===== src/rtl/serial_rx_if.sv =====
// Parallel-side bus of the UART receiver plus the serial line it listens to.
// master: the receiver (drives the byte bus, reads rx).
// slave:  the consumer / line driver (reads the byte bus, drives rx).
interface serial_rx_if;
    logic       rx;
    logic [7:0] data;
    logic       valid;
    logic       frame_err;
    logic       busy;

    modport master (
        input  rx,
        output data,
        output valid,
        output frame_err,
        output busy
    );

    modport slave (
        output rx,
        input  data,
        input  valid,
        input  frame_err,
        input  busy
    );
endinterface


===== src/rtl/serial_rx.sv =====
// 8N1 UART receiver: 16x oversampling, 3-sample majority vote at bit centre,
// single-cycle valid / frame_err strobes, BREAK hold until the line returns high.
module serial_rx #(
    parameter int unsigned CLK_FREQ      = 50_000_000,
    parameter int unsigned BAUD          = 9600,
    parameter int unsigned CLK_MUL       = CLK_FREQ / (BAUD * 16),
    parameter int unsigned CLK_MUL_WIDTH = $clog2(CLK_MUL + 1)
) (
    input  logic        clk,
    input  logic        rst,
    serial_rx_if.master bus
);
    typedef enum logic [2:0] {StIdle, StStart, StData, StStop, StBreak} state_e;

    state_e                   state_q, state_d;
    logic [1:0]               sync_q;
    logic                     rx_s;
    logic [CLK_MUL_WIDTH-1:0] div_q;
    logic                     tick;
    logic [3:0]               os_q;
    logic [2:0]               bc_q;
    logic [1:0]               samp_q;   // votes from os=7 and os=8
    logic [7:0]               shift_q;
    logic [7:0]               data_q;
    logic                     valid_q;
    logic                     frame_err_q;
    logic                     maj;
    logic                     decide;
    logic                     busy;
    logic                     load_data;
    logic                     set_ferr;

    // Two-flop synchronizer; idles high so reset does not look like a start edge.
    always_ff @(posedge clk or posedge rst) begin
        if (rst) sync_q <= 2'b11;
        else     sync_q <= {sync_q[0], bus.rx};
    end

    assign rx_s = sync_q[1];

    // Free-running oversample divider, one tick every CLK_MUL clocks.
    always_ff @(posedge clk or posedge rst) begin
        if (rst)       div_q <= '0;
        else if (tick) div_q <= '0;
        else           div_q <= div_q + CLK_MUL_WIDTH'(1);
    end

    assign tick   = (div_q == CLK_MUL_WIDTH'(CLK_MUL - 1));
    assign decide = tick && (os_q == 4'd9);
    // Third vote is rx_s itself on the os=9 tick.
    assign maj    = (samp_q[0] & samp_q[1]) | (samp_q[0] & rx_s) | (samp_q[1] & rx_s);

    // FSM state register.
    always_ff @(posedge clk or posedge rst) begin
        if (rst) state_q <= StIdle;
        else     state_q <= state_d;
    end

    // FSM next-state logic; every transition is qualified by an oversample tick.
    always_comb begin
        state_d = state_q;
        unique case (state_q)
            StIdle:  if (tick && !rx_s) state_d = StStart;
            StStart: if (decide) state_d = maj ? StIdle : StData;
            StData:  if (decide && (bc_q == 3'd7)) state_d = StStop;
            StStop:  if (decide) state_d = maj ? StIdle : StBreak;
            StBreak: if (tick && rx_s) state_d = StIdle;
            default: state_d = StIdle;
        endcase
    end

    // FSM outputs: busy level and the stop-bit verdict.
    always_comb begin
        busy      = (state_q != StIdle);
        load_data = (state_q == StStop) && decide && maj;
        set_ferr  = (state_q == StStop) && decide && !maj;
    end

    // Datapath: oversample/bit counters, vote capture, shift register, strobes.
    always_ff @(posedge clk or posedge rst) begin
        if (rst) begin
            os_q        <= '0;
            bc_q        <= '0;
            samp_q      <= '0;
            shift_q     <= '0;
            data_q      <= '0;
            valid_q     <= 1'b0;
            frame_err_q <= 1'b0;
        end else begin
            valid_q     <= load_data;
            frame_err_q <= set_ferr;
            if (load_data) data_q <= shift_q;
            if (tick) begin
                // Holding os at 0 in idle makes the IDLE->START transition start at 0.
                if (state_q == StIdle) os_q <= '0;
                else                   os_q <= os_q + 4'd1;
                if (os_q == 4'd7) samp_q[0] <= rx_s;
                if (os_q == 4'd8) samp_q[1] <= rx_s;
            end
            if ((state_q == StStart) && decide) bc_q <= '0;
            if ((state_q == StData) && decide) begin
                shift_q[bc_q] <= maj;
                bc_q          <= bc_q + 3'd1;
            end
        end
    end

    assign bus.data      = data_q;
    assign bus.valid     = valid_q;
    assign bus.frame_err = frame_err_q;
    assign bus.busy      = busy;
endmodule


===== src/flat_wrapper.sv =====
// flat-port wrapper written by rule: the top's interface ports become plain ports
module serial_rx_flat 
#(
    parameter int unsigned CLK_FREQ      = 50_000_000,
    parameter int unsigned BAUD          = 9600,
    parameter int unsigned CLK_MUL       = CLK_FREQ / (BAUD * 16),
    parameter int unsigned CLK_MUL_WIDTH = $clog2(CLK_MUL + 1)
)
  (clk, rst, bus_rx, bus_data, bus_valid, bus_frame_err, bus_busy);
  serial_rx_if bus_i ();
  input  logic clk;
  input  logic rst;
  input wire logic [$bits(bus_i.rx)-1:0] bus_rx;
  output wire logic [$bits(bus_i.data)-1:0] bus_data;
  output wire logic [$bits(bus_i.valid)-1:0] bus_valid;
  output wire logic [$bits(bus_i.frame_err)-1:0] bus_frame_err;
  output wire logic [$bits(bus_i.busy)-1:0] bus_busy;
  assign bus_i.rx = bus_rx;
  assign bus_data = bus_i.data;
  assign bus_valid = bus_i.valid;
  assign bus_frame_err = bus_i.frame_err;
  assign bus_busy = bus_i.busy;
  serial_rx #(.CLK_FREQ(CLK_FREQ), .BAUD(BAUD), .CLK_MUL(CLK_MUL), .CLK_MUL_WIDTH(CLK_MUL_WIDTH)) u_core (.clk(clk), .rst(rst), .bus(bus_i));
endmodule

===== config.mk =====
export PLATFORM = sky130hd
export DESIGN_NAME = serial_rx_flat
export DESIGN_NICKNAME = d
export VERILOG_FILES = /design/src/rtl/serial_rx_if.sv /design/src/rtl/serial_rx.sv /design/src/flat_wrapper.sv
export SDC_FILE = /design/constraint.sdc
export NUM_CORES = 1
export LEC_CHECK = 0
export CAP_MARGIN = 40
export CORE_MARGIN = 10
export CORE_UTILIZATION = 40
export DETAILED_ROUTE_END_ITERATION = 16
export PLACE_DENSITY_LB_ADDON = 0.12
export SYNTH_ARGS = -nofsm -noshare
export SYNTH_HDL_FRONTEND = slang
export SYNTH_SLANG_ARGS = --single-unit

===== constraint.sdc =====
create_clock -name clk -period 2.1 [get_ports clk]
set_input_delay 0.315 -clock clk [delete_from_list [all_inputs] [get_ports clk]]
set_output_delay 0.315 -clock clk [all_outputs]
set_load 0.05 [all_outputs]

# Word level (Yosys, flattened, before mapping)
# Index checks and enable logic that the tools add are counted.
[op_classes] addsub=3 n_lt_le_gt_ge=2 eq_ne=14 muxes=15 n_bitwise=5 reduce_logical=18
[op_table] operator="3-bit two-way mux" n=8
[op_table] operator="3-bit case mux with 5 select lines" n=1
[op_table] operator="1-bit logical AND" n=10
[op_table] operator="2-bit by 1-bit inequality test with 1-bit output (second input constant)" n=5
[op_table] operator="9-bit by 1-bit adder with 9-bit output (second input constant)" n=1
[op_table] operator="9-bit == test (second input constant)" n=1
[op_table] operator="9-bit two-way mux" n=1
[op_table] operator="8-bit bitwise mux" n=1
[op_table] operator="4-bit == test (second input constant)" n=2
[op_table] operator="3-bit by 2-bit == test with 1-bit output (second input constant)" n=2
[op_table] operator="3-bit == test (second input constant)" n=2
[op_table] operator="5-bit AND reduction" n=1
[op_table] operator="4-bit by 1-bit adder with 4-bit output (second input constant)" n=1
[op_table] operator="4-bit by 3-bit == test with 1-bit output (second input constant)" n=1
[op_table] operator="3-bit by 4-bit less-than comparator with 1-bit output (second input constant)" n=1
[op_table] operator="4-bit two-way mux" n=1
[op_table] operator="2-bit AND reduction" n=2
[op_table] operator="3-bit by 1-bit adder with 3-bit output (second input constant)" n=1
[op_table] operator="1-bit AND" n=3
[op_table] operator="1-bit demux with 3-bit select" n=1
[op_table] operator="3-bit by 1-bit == test with 1-bit output (second input constant)" n=1
[op_table] operator="3-bit by 1-bit greater-or-equal comparator with 1-bit output (second input constant)" n=1
[op_table] operator="3-bit zero test" n=1
[op_table] operator="3-bit nonzero test" n=1
[op_table] operator="other kinds (5)" n=7
[totals] reg_bits=41 out_inout_bits=11

# Longest topological paths before layout
# Gate-level depths: netlist (run 1).
[depth] word_depth=6 ltp_mapped=8 depth_no_buf=6

# Worst setup path after synthesis (run 1)
# Ideal clock, no wire load.
[synth_timing] path_type="register to register" from="register u_core.div_q[0]" to="register u_core.shift_q[2]" t_arrival_ns=2.020 required_time_ns=1.972 setup_slack_ns=-0.048 path_stages_with_launch=9 path_buffers=2 period_less_slack_ns=2.148 path_cell_list="dfrtp_1 -> inv_1 -> ha_1 -> nand4bb_1 -> buf_2 -> or4_4 -> buf_6 -> nor4_1 -> mux2_1"
[synth_between] elab_chain_len=3
[synth_lines] element="from (decl)" line="serial_rx.sv:18" rtl="logic [CLK_MUL_WIDTH-1:0] div_q;"
[synth_lines] element="from (signal assigned)" line="serial_rx.sv:45" rtl="else div_q <= div_q + CLK_MUL_WIDTH'(1);"
[synth_lines] element="9-bit == test" line="serial_rx.sv:48" rtl="assign tick = (div_q == CLK_MUL_WIDTH'(CLK_MUL - 1));"
[synth_lines] element="1-bit logical AND" line="serial_rx.sv:49" rtl="assign decide = tick && (os_q == 4'd9);"
[synth_lines] element="1-bit logical AND" line="serial_rx.sv:101" rtl="if ((state_q == StData) && decide) begin"
[synth_lines] element="to (signal, indexed assignment)" line="serial_rx.sv:102" rtl="shift_q[bc_q] <= maj;"
[synth_lines] element="to (decl)" line="serial_rx.sv:23" rtl="logic [7:0] shift_q;"
# No other way between the ends.
# A chain may end at the register's enable or synchronous reset.

# Worst setup path after layout (run 1)
[layout_timing] from="register u_core.div_q[1]" to="register u_core.shift_q[6]"
# The elaborated chain is that of the path after synthesis.

==> results of run 1 <==
## kinds of logic (layout without fill, tap and decap cells)
group / count (synthesis) / in the layout
AO/OA/AOI/OAI: 17 / 17
XOR/XNOR: 7 / 7
adder cells (fa/ha/maj): 8 / 8
buffers and inverters: 18 / 44
flip-flops: 41 / 41
multiplexers: 19 / 19
AND/OR/NAND/NOR: 63 / 63
## flip-flops by register name, indices dropped and copies added (netlist names)
signal	count
u_core.bc_q	3
u_core.bus.data	8
u_core.shift_q	8
u_core.samp_q	2
u_core.state_q	3
u_core.bus.frame_err	1
u_core.div_q	9
u_core.os_q	4
u_core.bus.valid	1
u_core.sync_q	2
## per-layer routing
metal	wire [um]	vias up	track usage (%)
met5	0	-	0
met4	59	0	4.19
met3	166	7	3.46
met2	1660	23	15.2
met1	1810	627	13.8
li1	-	660	-
## cell usage in the layout, fill, tap and decap left out, types with 6 or more instances in the layout
cell / count
mux2_4: 6
buf_4: 15
mux2_2: 12
dfrtp_1: 39
nand3_1: 9
nor2_1: 15
ha_1: 6
clkdlybuf4s50_1: 12
clkbuf_8: 6
nor4_4: 6
nand2_1: 8
inv_1: 7
## power by group
group	total, W	switching (W)	internal [W]
sequential	0.000794	0.00000184	0.000792
combinational	0.0000207	0.0000156	0.00000508
clock	0.000528	0.000260	0.000268
total	0.00134	0.000277	0.00107
## worst register-to-register path, delay by kind of cell, from the launching register on
family | cells | cell delay (ns)
flops | 1 | 0.40
fa+ha+maj | 1 | 0.11
simple gates | 3 | 1.04
buf+inv | 1 | 0.07
mux | 1 | 0.32
## final cells by class
class | instances | area [um2] | area share, %
clock buffer | 8 | 90.1 | 3.75
tap | 54 | 67.6 | 2.82
inverter | 9 | 33.8 | 1.41
timing repair buffer | 27 | 233 | 9.70
multi-input combinational | 114 | 947 | 39.5
sequential | 41 | 1030 | 42.9
## worst min path at each step
stage	end	startpoint	slack [ns]	depth (start not counted)
after floorplan	u_core.sync_q[0]	bus_rx	0.32	0
after global placement	u_core.sync_q[1]	u_core.sync_q[0]	0.35	0
after detailed placement	u_core.sync_q[1]	u_core.sync_q[0]	0.35	0
after CTS	u_core.sync_q[1]	u_core.sync_q[0]	0.36	0
after global routing	u_core.sync_q[1]	u_core.sync_q[0]	0.36	0
final	u_core.sync_q[1]	u_core.sync_q[0]	0.36	0
## repair_timing
action,CTS,global route
pin swaps,0,7
cloned,0,0
resized for setup,1,15
setup endpoints to repair,6,9
buffers inserted,1,1
## per-stage QoR
stage | hold WS (ns) | power, W
5_1_grt | 0.361 | 0.00141
2_1_floorplan | 0.319 | 0.000821
4_1_cts | 0.360 | 0.00136
3_5_place_dp | 0.349 | 0.000832
3_3_place_gp | 0.345 | 0.000831
6_report | 0.359 | 0.00134
==> impl_metrics.toml, run 1 <==
[global_routing]
antenna_found_initial = 0
grt_pass1_wl_um = 6430
overflow = 0
grt_max_degree = 42
grtUsageTotal_pct = 10.4
first_global_vias = 1330

[worst_setup_path]
startpoint_type = "flop"
cp_num_buf_inv = 1
rrSetupSlack_ns = 0.05
crit_path_top_delay_cell = "or4_4"
worst_setup_path_end_kind = "flop"
crit_family = "simple AND/OR/NAND/NOR gates"
crit_cells = 6
required_ns = 2.27
path_class = "flop to flop"
crit_start = "u_core.div_q[1]"
slowest_delay_ns = 0.68
endpoint = "u_core.shift_q[6]"
worstPathCellList = "inv_2, ha_4, nand4bb_1, or4_4, nor4_4, mux2_4"
critPathMaxFanout = 7
rr_worst_depth = 6
r2r-end = "u_core.shift_q[6]"
r2r-start = "u_core.div_q[1]"
cp.arrival_ns = 2.23

[finish]
finalNonFillerCells = 253
diodes = 0
utilization_pct = 51.1
fin_area_mm2 = 0.00240
fillers = 426
final_nets = 208
drive_gt1_share_pct = 25.6
syn_to_final_growth_pct = 24.5

[synth]
synth_top_cell_by_area = "dfrtp_1"
synth_flop_cell = "dfrtp_1"
async_reset_ff_share_pct = 100
yosysMostFrequentCell = "dfrtp_1"
synth_area_mm2 = 0.00193
synth_top_cells_by_area = "dfrtp_1, mux2_2, ha_1, mux2_1, nor2_1"
synth_top_family_by_area = "simple AND/OR/NAND/NOR gates"
yosysTopAreaCellShare_pct = 50.6
synth_commonest_cells = "dfrtp_1, nor2_1, mux2_2"
synthSimpleGateAreaFrac_pct = 17.6
synth_edf_count = 0
synthCells = 173
syn_nets = 183
ys_seq_area_share_pct = 53.3
synth-xor-area-share_pct = 3.18
avgSynthCellArea_um2 = 11.1
synth_mux_area_share_pct = 11.0
synth_compound_area_share_pct = 5.78
ys_types = 34
synthAdderAreaFrac_pct = 5.06
ys_warn_count = 0
ys_seq_elements = 41

[timing]
fin_crit_ns = 2.05
skew_ns = 0.00389
fmax_ghz = 0.487
slew_headroom_pct = 61.7
rsz0062_at_grt = "true"
final_max_slew_viol_count = 0
worstMarginPinSlew_ns = 0.574
setup_tns_ns = 0
finalCritPeriodShare_pct = 97.7
hold_viol = 0
finalSetupViolations = 0
setup_slack_ns = 0.0481

[route]
ant_nets = 0
wirelength_um = 3690
drc = 0
drt-initial-drc-count = 86
dr.pass1.iters = 4
drt-wirelength-per-cell_um = 14.6
vias_per_cell = 5.21
vias = 1317

[clocking]
clk_pin_slew_worst_paths_ns = 0.07
hold_buffers = 0
htree_levels = 2
ctsLongestPathBuffers = 2
clock_latency_ns = 0.29
cts_buffers = 5
cts_tree = "yes"
cts_sinks = 41
cts_root_buf = "clkbuf_8"

[floorplan]
fp.coreArea_mm2 = 0.00469
num_rows = 25
die_h_um = 89.4
pin_count = 14
dieArea_mm2 = 0.00800
start_util_pct = 41.1
die-width_um = 89.4

[flow_run]
maxCapViolations = 0

[power_and_ir_drop]
p_leak_nw = 1.11
vdd_drop_max_uv = 304
cellPowerDensity_mw_per_mm2 = 560

[place]
dp.cells = 243
numPortBuffers = 13
place_area_mm2 = 0.00221
pre_cts_ws_ns = -0.0190
place.gp.congestion = 0.850
dp.final_hpwl_um = 2620

[worst_hold_path]
holdCritPathClass = "flop to flop"

[status]
status = "completed"
Note: power is estimated with default switching activity, not from simulation.
==> run 2, diff against run 1 <==
--- a/config.mk
+++ b/config.mk
@@ -5,9 +5,11 @@
 export SDC_FILE = /design/constraint.sdc
 export NUM_CORES = 1
 export LEC_CHECK = 0
+export ABC_CLOCK_PERIOD_IN_PS = 1900
 export CAP_MARGIN = 40
 export CORE_MARGIN = 10
 export CORE_UTILIZATION = 40
+export CTS_CLUSTER_SIZE = 16
 export DETAILED_ROUTE_END_ITERATION = 16
 export PLACE_DENSITY_LB_ADDON = 0.12
 export SYNTH_ARGS = -nofsm -noshare
==> constraint.sdc (replaced) <==
create_clock -name clk -period 1.9 [get_ports clk]
set_input_delay 0.285 -clock clk [delete_from_list [all_inputs] [get_ports clk]]
set_output_delay 0.285 -clock clk [all_outputs]
set_load 0.05 [all_outputs]
==> run 2 against run 1 <==
Worst hold slack worse by 0.017 ns. Total power rose by 7.9%. Register-to-register slack got worse by 0.14 ns. Critical endpoint is now u_core.shift_q[5]. Highest routed layer unchanged. The run now ends with setup timing left. Final cell count is 4.3% higher.
==> impl_metrics.toml, run 2 (same netlist as run 1, synthesis figures left out) <==
[status]
status = "finished, violations left"
violations = "setup timing"

[worst_setup_path]
r2r-start = "u_core.div_q[0]"
cp_num_buf_inv = 1
critPathMaxFanout = 7
worst_setup_path_end_kind = "flop"
crit_family = "simple AND/OR/NAND/NOR gates"
startpoint_type = "flop"
crit_path_top_delay_cell = "or4_4"
worstPathCellList = "inv_1, ha_1, nand4bb_1, or4_4, nor4_4, mux2_4"
rr_worst_depth = 6
rrSetupSlack_ns = -0.1
slowest_delay_ns = 0.60
cp.arrival_ns = 2.18
required_ns = 2.08
crit_cells = 6
path_class = "flop to flop"
r2r-end = "u_core.shift_q[5]"

[power_and_ir_drop]
cellPowerDensity_mw_per_mm2 = 590
p_sw_w = 0.000310
p_leak_nw = 1.13
p_clk_share_pct = 37.6
seqPwrFrac_pct = 60.6
vdd_drop_max_uv = 311
power_w = 0.00145
p_comb_share_pct = 1.8
internal-power_w = 0.00114
p_sw_share_pct = 21.4

[finish]
largest-register = "u_core.div_q"
fillers = 416
diodes = 0
utilization_pct = 52.3
syn_to_final_growth_pct = 27.4
drive_gt1_share_pct = 28.6
largest_register_ffs = 9
mostFrequentLayoutCell = "dfrtp_1"
layout_common_cells = "dfrtp_1, buf_4, nor2_1"
final_nets = 219

[global_routing]
grtUsageTotal_pct = 10.3
first_global_vias = 1339
overflow = 0
antenna_found_initial = 0
grt_max_degree = 42
grt_pass1_wl_um = 6270

[timing]
finalSetupViolations = 6
skew_ns = 0.00452
slew_headroom_pct = 65.6
rsz0062_at_grt = "true"
setup_tns_ns = -0.402
worstMarginPinSlew_ns = 0.514
fmax_ghz = 0.501
finalCritPeriodShare_pct = 105
fin_crit_ns = 2.00
hold_viol = 0
setup_slack_ns = -0.0968
final_max_slew_viol_count = 0

[floorplan]
pin_count = 14
dieArea_mm2 = 0.00800
fp.coreArea_mm2 = 0.00469
num_rows = 25
die_h_um = 89.4
die-width_um = 89.4
start_util_pct = 41.1

[route]
wirelength_met1_um = 1740
drc = 0
top_layer_used = "met4"
routed-wl-met3_um = 143
ant_nets = 0
wirelength_um = 3740
dr.pass1.iters = 4
dr_wl_met2_um = 1800
vias_per_cell = 5.24
vias = 1384
drt-initial-drc-count = 73
drt-wirelength-per-cell_um = 14.2

[clocking]
cts_root_buf = "clkbuf_8"
clock_latency_ns = 0.29
cts_tree = "yes"
ctsLongestPathBuffers = 2
clk_pin_slew_worst_paths_ns = 0.08
htree_levels = 2
cts_sinks = 41
cts_buffers = 5

[place]
pre_cts_ws_ns = -0.0585
dp.final_hpwl_um = 2660
place.gp.congestion = 0.736
numPortBuffers = 13

[worst_hold_path]
holdCritPathClass = "primary input to async pin"

[flow_run]
maxCapViolations = 0
-- run 2: cell count changes in the layout (fill, tap and decap cells not counted), moves of 2 or more --
cell and change:
mux2_4 -3, nor4_4 -3, nor4_2 +4, buf_4 +10, clkinv_2 +2, mux2_1 +3
-- run 2: layout make-up --
class	count	area (um2)	share of cell area [%]
clock buffer	6	72.6	2.95
clock inverter	2	10.0	0.408
inverter	9	33.8	1.38
multi-input combinational	114	916	37.3
sequential	41	1030	41.9
tap	54	67.6	2.75
timing repair buffer	38	328	13.3
-- run 2: worst max path at each step --
| stage | slack, ns | to | from |
|---|---|---|---|
| finish | -0.1 | u_core.shift_q[5] | u_core.div_q[0] |
| global route | -0.18 | u_core.shift_q[3] | u_core.os_q[1] |
| CTS | -0.06 | u_core.shift_q[6] | u_core.div_q[0] |
| detailed placement | -0.06 | u_core.shift_q[6] | u_core.div_q[0] |
| global placement | -0.05 | u_core.shift_q[6] | u_core.div_q[0] |
| floorplan | -0.12 | u_core.shift_q[2] | u_core.div_q[0] |
-- run 2: routing by layer --
metal	GRT usage (%)	vias up
met5	0	-
met4	6.07	0
met3	2.73	4
met2	15.8	19
met1	12.7	676
li1	-	685
-- run 2: timing repair --
action                                  4_1_cts  5_1_grt
buffers inserted                              1        4
hold buffers                                  0        0
hold endpoints to repair                      0        0
resized for setup                             0        9
pin swaps                                     0        1
endpoints found under the setup margin        6        9
-- run 2: worst min-delay path, cell delays in order --
cell and delay [ns]:
clkdlybuf4s50_1 0.39, inv_1 0.09, buf_12 0.24
-- run 2: through the flow --
stage          hold slack (ns)  std cells  area (um2)
2_1_floorplan            0.289        173        1970
3_3_place_gp             0.347        251        2280
3_5_place_dp             0.351        251        2280
4_1_cts                  0.345        260        2370
5_1_grt                  0.362        264        2460
6_report                 0.342        264        2460
-- run 2: power by group through the flow --
stage                     combinational (W)  sequential, W  clock [W]
after floorplan                   0.0000138       0.000894          0
after global placement            0.0000277       0.000895          0
after detailed placement          0.0000285       0.000895          0
after CTS                         0.0000283       0.000878   0.000566
after global routing              0.0000306       0.000878   0.000601
final                             0.0000263       0.000878   0.000544
==> run 3, diff against run 2 <==
--- a/config.mk
+++ b/config.mk
@@ -5,7 +5,7 @@
 export SDC_FILE = /design/constraint.sdc
 export NUM_CORES = 1
 export LEC_CHECK = 0
-export ABC_CLOCK_PERIOD_IN_PS = 1900
+export ABC_CLOCK_PERIOD_IN_PS = 2300
 export CAP_MARGIN = 40
 export CORE_MARGIN = 10
 export CORE_UTILIZATION = 40
==> constraint.sdc (replaced) <==
create_clock -name clk -period 2.3 [get_ports clk]
set_input_delay 0.345 -clock clk [delete_from_list [all_inputs] [get_ports clk]]
set_output_delay 0.345 -clock clk [all_outputs]
set_load 0.05 [all_outputs]
==> run 3 against run 2 <==
Flip-flop and latch count did not move. Global-route usage rose by 0.18 points. The run now ends clean. Total power fell by 18%. Worst setup slack improved by 0.17 ns. Register-to-register slack improved by 0.17 ns. Utilization fell by 4.2 points.
==> impl_metrics.toml, run 3 (same netlist as run 1, synthesis figures left out) <==
[power_and_ir_drop]
p_comb_share_pct = 1.7
p_leak_nw = 1.05
vdd_drop_max_uv = 296
cellPowerDensity_mw_per_mm2 = 529
p_sw_share_pct = 20.8
seqPwrFrac_pct = 60.8
p_sw_w = 0.000249
internal-power_w = 0.000945
p_clk_share_pct = 37.5

[finish]
diodes = 0
fillers = 426
syn_to_final_growth_pct = 17.1
drive_gt1_share_pct = 16.8
multi_input_area_um2 = 828
largest_register_ffs = 9
seqCellArea_mm2 = 0.00103
final_nets = 206
finalNonFillerCells = 251
layout_common_cells = "dfrtp_1, nor2_1, mux2_2, clkdlybuf4s50_1, buf_4"
largest-register = "u_core.div_q"
mostFrequentLayoutCell = "dfrtp_1"

[worst_setup_path]
crit_start = "u_core.div_q[0]"
cp.arrival_ns = 2.41
rrSetupSlack_ns = 0.07
required_ns = 2.48
crit_path_top_delay_cell = "or4_4"
crit_family = "simple AND/OR/NAND/NOR gates"
worstPathCellList = "inv_1, ha_1, nand4bb_1, or4_4, nor4_1, mux2_1"
path_class = "flop to flop"
worst_setup_path_end_kind = "flop"
critPathMaxFanout = 7
startpoint_type = "flop"
cp_num_buf_inv = 1
slowest_delay_ns = 0.60
r2r-start = "u_core.div_q[0]"

[global_routing]
grt_max_degree = 27
grt_pass1_wl_um = 6600
first_global_vias = 1396
grtUsageTotal_pct = 10.5
overflow = 0
antenna_found_initial = 0

[route]
wirelength_um = 3820
vias = 1363
drt-wirelength-per-cell_um = 15.2
drc = 0
drt-initial-drc-count = 93
vias_per_cell = 5.43
ant_nets = 0
dr.pass1.iters = 4

[timing]
hold_viol = 0
skew_ns = 0.00611
slew_headroom_pct = 66.4
rsz0062_at_grt = "false"
finalCritPeriodShare_pct = 96.9
setup_tns_ns = 0
fin_crit_ns = 2.23
worstMarginPinSlew_ns = 0.502
fmax_ghz = 0.449
finalSetupViolations = 0
final_max_slew_viol_count = 0

[worst_hold_path]
holdCritPathClass = "flop to flop"
min_from = "u_core.sync_q[0]"

[clocking]
cts_sinks = 41
cts_root_buf = "clkbuf_8"
cts_tree = "yes"
clock_latency_ns = 0.29
ctsLongestPathBuffers = 2
cts_buffers = 5
clk_pin_slew_worst_paths_ns = 0.07
htree_levels = 2
hold_buffers = 0

[floorplan]
die-width_um = 89.4
dieArea_mm2 = 0.00800
fp.coreArea_mm2 = 0.00469
die_h_um = 89.4
num_rows = 25
start_util_pct = 41.1
pin_count = 14

[place]
numPortBuffers = 13
dp.cells = 243
place.gp.congestion = 0.866
dp.final_hpwl_um = 2820

[flow_run]
maxCapViolations = 0

[status]
status = "completed"
==> run 3: layout make-up <==
type,instances,area share (%)
clock buffer,8,3.55
timing repair buffer,25,9.70
sequential,41,45.6
inverter,9,1.50
tap,54,2.99
multi-input combinational,114,36.7
==> run 3: power by group through the flow <==
stage | Clock, W | Sequential, W | Combinational [W]
after global routing | 0.000499 | 0.000725 | 0.0000250
after global placement | 0 | 0.000739 | 0.0000213
after floorplan | 0 | 0.000739 | 0.0000114
after detailed placement | 0 | 0.000740 | 0.0000223
after CTS | 0.000465 | 0.000725 | 0.0000225
final | 0.000447 | 0.000725 | 0.0000208
==> run 3: worst paths after layout <==
| check | to | cells after the start |
|---|---|---|
| setup / recovery | u_core.shift_q[3] | 6 |
| max in group asynchronous | u_core.bc_q[2] | 3 |
| setup reg to reg | u_core.shift_q[3] | 6 |
| min in group asynchronous | u_core.bus.data[3] | 3 |
| hold reg to reg | u_core.sync_q[1] | 0 |
| hold / removal | u_core.sync_q[1] | 0 |
==> run 3: through the flow <==
| stage | utilization (%) | total power [W] | area, um2 | hold WS [ns] | worst slack, ns |
|---|---|---|---|---|---|
| 6_report | 48.1 | 0.00119 | 2260 | 0.361 | 0.0716 |
| 5_1_grt | 48.1 | 0.00125 | 2260 | 0.365 | 0.00648 |
| 4_1_cts | 48.0 | 0.00121 | 2250 | 0.362 | 0.107 |
| 3_5_place_dp | 46.3 | 0.000762 | 2170 | 0.351 | 0.118 |
| 3_3_place_gp | 46.3 | 0.000761 | 2170 | 0.348 | 0.237 |
| 2_1_floorplan | - | 0.000750 | 1930 | 0.345 | 0.152 |
==> run 3: layer usage <==
layer / up-vias / track usage [%] / part of all wire, %
met4: 0 / 4.34 / 1.9
met5: - / 0 / 0
met2: 23 / 17.2 / 48
met1: 681 / 12.6 / 47
li1: 651 / - / -
met3: 8 / 3.10 / 3.3
==> run 3: repair_timing <==
item                       in CTS  in global routing
pin swaps                       0                  0
setup endpoints to repair       1                  1
gates resized for setup         1                  1
buffers inserted                0                  0
